$ cat config.mk
export PLATFORM = sky130hd
export DESIGN_NAME = fifo_uart_tx
export DESIGN_NICKNAME = d
export VERILOG_FILES = /design/src/rtl/fifo_uart_tx.sv
export SDC_FILE = /design/constraint.sdc
export NUM_CORES = 1
export LEC_CHECK = 0
export CAP_MARGIN = 25
export CORE_UTILIZATION = 32
export CTS_BUF_LIST = sky130_fd_sc_hd__clkbuf_16
export CTS_CLUSTER_DIAMETER = 120
export DETAILED_ROUTE_END_ITERATION = 10
export GPL_TIMING_DRIVEN = 0
export SYNTH_ARGS = -nofsm -noshare
export SYNTH_HDL_FRONTEND = slang
export SYNTH_SLANG_ARGS = --single-unit
export TNS_END_PERCENT = 5
$ cat constraint.sdc
create_clock -name CLK -period 3.18 [get_ports CLK]
set_input_delay 0.636 -clock CLK [delete_from_list [all_inputs] [get_ports CLK]]
set_output_delay 0.636 -clock CLK [all_outputs]
set_load 0.03 [all_outputs]
$ cat src/rtl/fifo_uart_tx.sv
// fifo_uart_tx: drains a first-word-fall-through TX FIFO onto a UART line
// (1 start bit, NBIT data bits LSB first, 1 stop bit) using an internal 16x baud tick.
module fifo_uart_tx #(
    parameter int NBIT    = 8,
    parameter int SB_TICK = 16,
    parameter int DVSR    = 163
) (
    input  logic            CLK,
    input  logic            RESET,
    input  logic            fifo_empty,
    input  logic [NBIT-1:0] fifo_dout,
    output logic            rd_fifo,
    output logic            tx,
    output logic            tx_busy,
    output logic            tick_o
);
    localparam int BW = (DVSR > 1) ? $clog2(DVSR) : 1;
    localparam int NW = (NBIT > 1) ? $clog2(NBIT) : 1;
    localparam logic [BW-1:0] BAUD_LAST = BW'(DVSR - 1);
    localparam logic [4:0]    S_LAST    = 5'd15;
    localparam logic [4:0]    STOP_LAST = 5'(SB_TICK - 1);
    localparam logic [NW-1:0] N_LAST    = NW'(NBIT - 1);

    typedef enum logic [1:0] {IDLE, START, DATA, STOP} state_t;

    state_t          r_state, w_state_next;
    logic [BW-1:0]   r_baud;
    logic [4:0]      r_s, w_s_next;
    logic [NW-1:0]   r_n, w_n_next;
    logic [NBIT-1:0] r_b, w_b_next;
    logic            r_tx, w_tx_next;
    logic            w_tick, w_pop;

    assign w_tick = (r_baud == BAUD_LAST);
    // Reset beats a waiting byte: no pop is issued while RESET is high.
    assign w_pop  = (r_state == IDLE) && !fifo_empty && !RESET;

    // Restarting the baud counter at the pop makes every frame start on a fixed phase.
    always_ff @(posedge CLK) begin
        if (RESET) begin
            r_baud <= '0;
        end else if (w_pop || w_tick) begin
            r_baud <= '0;
        end else begin
            r_baud <= r_baud + 1'b1;
        end
    end

    always_comb begin
        w_state_next = r_state;
        w_s_next     = r_s;
        w_n_next     = r_n;
        w_b_next     = r_b;
        case (r_state)
            IDLE: begin
                if (w_pop) begin
                    w_b_next     = fifo_dout;
                    w_s_next     = '0;
                    w_state_next = START;
                end
            end
            START: begin
                if (w_tick) begin
                    if (r_s == S_LAST) begin
                        w_s_next     = '0;
                        w_n_next     = '0;
                        w_state_next = DATA;
                    end else begin
                        w_s_next = r_s + 5'd1;
                    end
                end
            end
            DATA: begin
                if (w_tick) begin
                    if (r_s == S_LAST) begin
                        w_s_next = '0;
                        w_b_next = r_b >> 1;
                        if (r_n == N_LAST) begin
                            w_state_next = STOP;
                        end else begin
                            w_n_next = r_n + 1'b1;
                        end
                    end else begin
                        w_s_next = r_s + 5'd1;
                    end
                end
            end
            STOP: begin
                if (w_tick) begin
                    if (r_s == STOP_LAST) begin
                        w_s_next     = '0;
                        w_state_next = IDLE;
                    end else begin
                        w_s_next = r_s + 5'd1;
                    end
                end
            end
            default: w_state_next = IDLE;
        endcase

        // The line level is derived from the next state so tx is a clean register output.
        case (w_state_next)
            START:   w_tx_next = 1'b0;
            DATA:    w_tx_next = w_b_next[0];
            default: w_tx_next = 1'b1;
        endcase
    end

    always_ff @(posedge CLK) begin
        if (RESET) begin
            r_state <= IDLE;
            r_s     <= '0;
            r_n     <= '0;
            r_b     <= '0;
            r_tx    <= 1'b1;
        end else begin
            r_state <= w_state_next;
            r_s     <= w_s_next;
            r_n     <= w_n_next;
            r_b     <= w_b_next;
            r_tx    <= w_tx_next;
        end
    end

    assign rd_fifo = w_pop;
    assign tx      = r_tx;
    assign tx_busy = (r_state != IDLE);
    assign tick_o  = w_tick;

endmodule
=== Yosys cells after proc, flatten, opt, wreduce, memory -nomap -nowiden ===
Index checks and enable logic that the tools add are counted.

* Add/subtract/negate cells: 3
* Equality and inequality tests: 15
* Muxes and demuxes: 24
* Reductions and logical operators: 14

{| class="wikitable"
|+ Operator list
! operator !! number
|-
| 8-bit 2-to-1 mux || 3
|-
| 2-bit 2-to-1 mux || 8
|-
| 8-bit case mux with 2 select lines || 1
|-
| 3-bit 2-to-1 mux || 5
|-
| 5-bit 2-to-1 mux || 3
|-
| 2-bit != test (second input constant) || 6
|-
| 5-bit case mux with 2 select lines || 1
|-
| 8-bit by 1-bit adder with 8-bit output (second input constant) || 1
|-
| 8-bit equality test (second input constant) || 1
|-
| 2-bit case mux with 4 select lines || 1
|-
| 2-bit equality test (second input constant) || 3
|-
| 3-bit case mux with 2 select lines || 1
|-
| 6-bit AND reduction || 1
|-
| 2-bit nonzero test || 3
|-
| 5-bit by 1-bit adder with 5-bit output (second input constant) || 1
|-
| 5-bit by 4-bit equality test with 1-bit output (second input constant) || 1
|-
| 2-bit by 1-bit equality test with 1-bit output (second input constant) || 2
|-
| 4-bit AND reduction || 1
|-
| 3-bit by 1-bit adder with 3-bit output (second input constant) || 1
|-
| 3-bit equality test (second input constant) || 1
|-
| 3-bit OR reduction || 1
|-
| 1-bit logical AND || 2
|-
| 1-bit logical NOT || 2
|-
| 2-bit logical NOT || 1
|-
| 5 further kinds || 5
|}

* Bits in registers: 27
* Bits of input ports: 11
* Output and inout port bits: 4
* Logic and storage cells: 63

=== Depth between registers and ports, before layout ===
* Depth after elaboration: 7
* Depth in mapped cells: 9
* Depth with buffers taken out: 7

=== Worst setup path before layout ===
Ideal clock, no wire load.

* Path type: input to output
* From: input RESET
* To: output rd_fifo
* Arrival: 1511 ps
* Required time: 2544 ps
* Path slack: 1033 ps
* Stages: 4
* Path through: clkbuf_1 or3_1 inv_1 buf_4

* Word-level cells in the longest chain between the ends: 2

{| class="wikitable"
|+ RTL lines
! element !! line !! RTL
|-
| from (decl) || 9 || <nowiki>input logic RESET,</nowiki>
|-
| 1-bit logical NOT || 36 || <nowiki>assign w_pop = (r_state == IDLE) && !fifo_empty && !RESET;</nowiki>
|-
| 1-bit logical AND || 36 ||
|-
| to (decl) || 12 || <nowiki>output logic rd_fifo,</nowiki>
|}

No other way between the ends.

=== Worst setup path after layout ===
* From: input fifo_empty
* To: output rd_fifo

* Word-level cells in the longest chain between the ends: 3

{| class="wikitable"
|+ RTL lines
! element !! line !! RTL
|-
| from (decl) || 10 || <nowiki>input logic fifo_empty,</nowiki>
|-
| 1-bit logical NOT || 36 ||
|-
| 1-bit logical AND (2 in series) || 36 ||
|}

No other way between the ends.

==> impl_metrics.ini <==
[outcome]
status = completed

[synth]
syn_inst = 137
syn_area_mm2 = 0.00129
ys_seq_area_share_pct = 42.0
synth_top_family_by_area = simple AND/OR/NAND/NOR gates
async_flop_share_pct = 0
ys_ff_latch = 27
synth_fa_ha_area_share_pct = 4.86
synth_xor_area_share_pct = 4.77
yosys_warnings = 0
synth_nets = 153
synthFlopType = dfxtp_1
synthSimpleGateAreaFrac_pct = 22.9
synthMuxAreaShare_pct = 1.65
synth-compound-area-share_pct = 20.5
synth.avg_cell_area_um2 = 9.39
synth_cell_types = 42
synth-edff-count = 0

[clock_network]
root_buffer = clkbuf_16
cts.hold.buffers_added = 0
clkSlewWorstSetupHoldPaths_ns = 0.07
cts_sinks = 27
clk_latency_ns = 0.26
htree_levels = 1
cts_setup_buffers = 0
cts_tree = done
clock_path_buffers = 2
cts_resized = 0
cts_made_buffers = 3

[drt]
drt-total-wl_um = 2710
first_iter_violations = 47
drcViolationCount = 0
vias = 1097
ant_nets = 0
vias_per_cell = 5.43
dr.pass1.iters = 4
wl_per_cell_um = 13.4

[power_and_ir_drop]
leakage_nw = 0.580
pwr_density_cell_mw_per_mm2 = 453
switching_share_pct = 22.5
clock_power_share_pct = 40.7
combPwrFrac_pct = 8.9
p_seq_share_pct = 50.4
p_int_uw = 549
vdd_drop_max_mv = 0.288
p_switching_uw = 159

[placement]
place.port_buffers = 13
gp_congestion = 0.837
dp.cells = 198
dp_hpwl_um = 2020

[sta]
fmax_mhz = 359
rsz0062_at_grt = false
maxSlewHeadroom_pct = 61.3
clock_skew_ns = 0.00247
slew_violations = 0
hold_viol_final = 0
worstMarginPinSlew_ns = 0.575
period_share_pct = 87.7
fin_tns_setup_ns = 0
finalSetupViolCount = 0
fin_crit_ns = 2.79

[min_path]
hold_path.class = register to register
min-delay-start = r_n[2]$_SDFFE_PP0P_
min_to = r_n[2]$_SDFFE_PP0P_
min_path_cells = 2

[floorplanning]
fp.dieH_um = 65.4
start_util_pct = 34.1
die_w_um = 65.4
die_area_mm2 = 0.00428
rows = 22
core-area_mm2 = 0.00377
ioPinCount = 15

[global_routing]
overflow = 0
grt_antenna_before_repair = 0
grt_max_degree = 17
track_usage_pct = 13.6
grt_pass1_wl_um = 4460
first_global_vias = 1008

[setup_path]
reg2reg_setup_slack_ns = 1.15
worstReg2RegEnd = tx$_SDFF_PP1_
worstPathRequired_ns = 2.54
path_max_fanout = 10
critPathSlowestCell = or3_1
reg2reg_from = r_s[0]$_SDFFE_PP0P_
cp-start-kind = input pin
worstPathCellList = clkdlybuf4s50_1 -> or3_1 -> inv_1 -> buf_4 -> dlymetal6s2s_1
cpPeakStageDelay_ns = 0.47
critPathCaptureType = primary output
worstPathArrival_ns = 2.15
path_class = input pin to primary output
ff2ff_path_depth = 5

[layout]
syn_to_final_growth_pct = 21.4
diodes = 0
final_cells = 202
nNetsFinal = 171
drive_above_1_share_pct = 8.44

[flow_run]
drv_cap = 0
[area by class of cell]
class,instances,area (um^2)
inverters,6,22.5
repair buffers,13,133
multi-input cells,100,703
plain buffers,4,20.0
clock buffers,3,75.1
well taps,48,60.1
flip-flops and latches,27,541
fillers,365,2210
clock inverters,1,7.51
[Yosys cell counts, types with 2 or more instances]
library cell   n  area share, %
and3_1         3            1.5
nor2b_1        2           0.97
nand4_1        2           0.97
nand4b_1       2            1.4
xor2_1         5            3.4
a22oi_1        7            4.1
nand2_1        7            2.0
o21ai_0        2           0.78
dfxtp_1       27             42
nor2_1        10            2.9
or4_1          2            1.2
inv_1          6            1.8
a31oi_1        3            1.5
clkbuf_1       2           0.58
o2111ai_1      3            2.0
nand3_1        8            3.1
a21oi_1        9            3.5
xnor2_1        2            1.4
and4b_1        2            1.6
ha_1           5            4.9
or3_1          2           0.97
o2bb2ai_1      6            4.1
[placed cells by master, fill, tap and decap left out, drive strengths merged, types with 3 or more instances in the layout]
master / Yosys / final
nand2: 7 / 7
nand3: 8 / 8
or3: 3 / 3
a21oi: 10 / 10
nor2: 11 / 11
a22oi: 7 / 7
a31oi: 3 / 3
xor2: 5 / 5
inv: 6 / 6
o2bb2ai: 6 / 6
clkdlybuf4s50: 0 / 12
ha: 5 / 5
and3: 3 / 3
o2111ai: 3 / 3
o21ai: 3 / 3
dfxtp: 27 / 27
clkbuf: 2 / 5
[critical path, delay by kind of cell]
family                 cells  cell delay [ns]
AND/OR/NAND/NOR            1             0.47
buffers and inverters      4             1.03
[worst max-delay path by stage]
stage	from	end	slack [ns]	depth (start not counted)
final	fifo_empty	rd_fifo	0.39	5
after global routing	fifo_empty	rd_fifo	0.35	5
after CTS	fifo_empty	rd_fifo	0.02	5
after detailed placement	fifo_empty	rd_fifo	0.006	5
after global placement	fifo_empty	rd_fifo	0.01	5
after floorplan	RESET	rd_fifo	1.03	4
[per-stage QoR]
step	instance area (um^2)	setup slack (ns)	hold WS (ns)	power [mW]	utilization [%]
4_1_cts	1560	0.0153	0.468	0.718	41.3
5_1_grt	1560	0.347	0.499	0.735	41.4
2_1_floorplan	1290	1.03	0.433	0.400	-
6_report	1560	0.392	0.464	0.708	41.4
3_3_place_gp	1480	0.0146	0.445	0.426	39.2
3_5_place_dp	1480	0.00646	0.449	0.427	39.2
[logic make-up after synthesis]
kind of cell,after synthesis
AND/OR/NAND/NOR,49
AO/OA/AOI/OAI,37
flip-flops,27
buffers and inverters,10
XOR/XNOR,7
adder cells (fa/ha/maj),5
multiplexers,2
[metal layers]
layer	vias to the layer above	GRT usage (%)	routed length [um]
li1	548	-	-
met1	520	16.2	1280
met2	24	23.1	1280
met3	5	4.34	112
met4	0	4.08	29
met5	-	0	0
[sequential cells by signal, indices dropped and copies added, names as in the netlist]
signal / flops
r_b: 8
r_baud: 8
r_s: 5
r_n: 3
r_state: 2
tx: 1
[power groups by stage]
stage / clock, mW / sequential [mW] / combinational (mW)
3_5_place_dp: 0 / 0.364 / 0.0629
4_1_cts: 0.298 / 0.356 / 0.0634
2_1_floorplan: 0 / 0.364 / 0.0358
5_1_grt: 0.309 / 0.357 / 0.0686
6_report: 0.288 / 0.356 / 0.0631
3_3_place_gp: 0 / 0.364 / 0.0621
(Power assumes the default switching activity.)
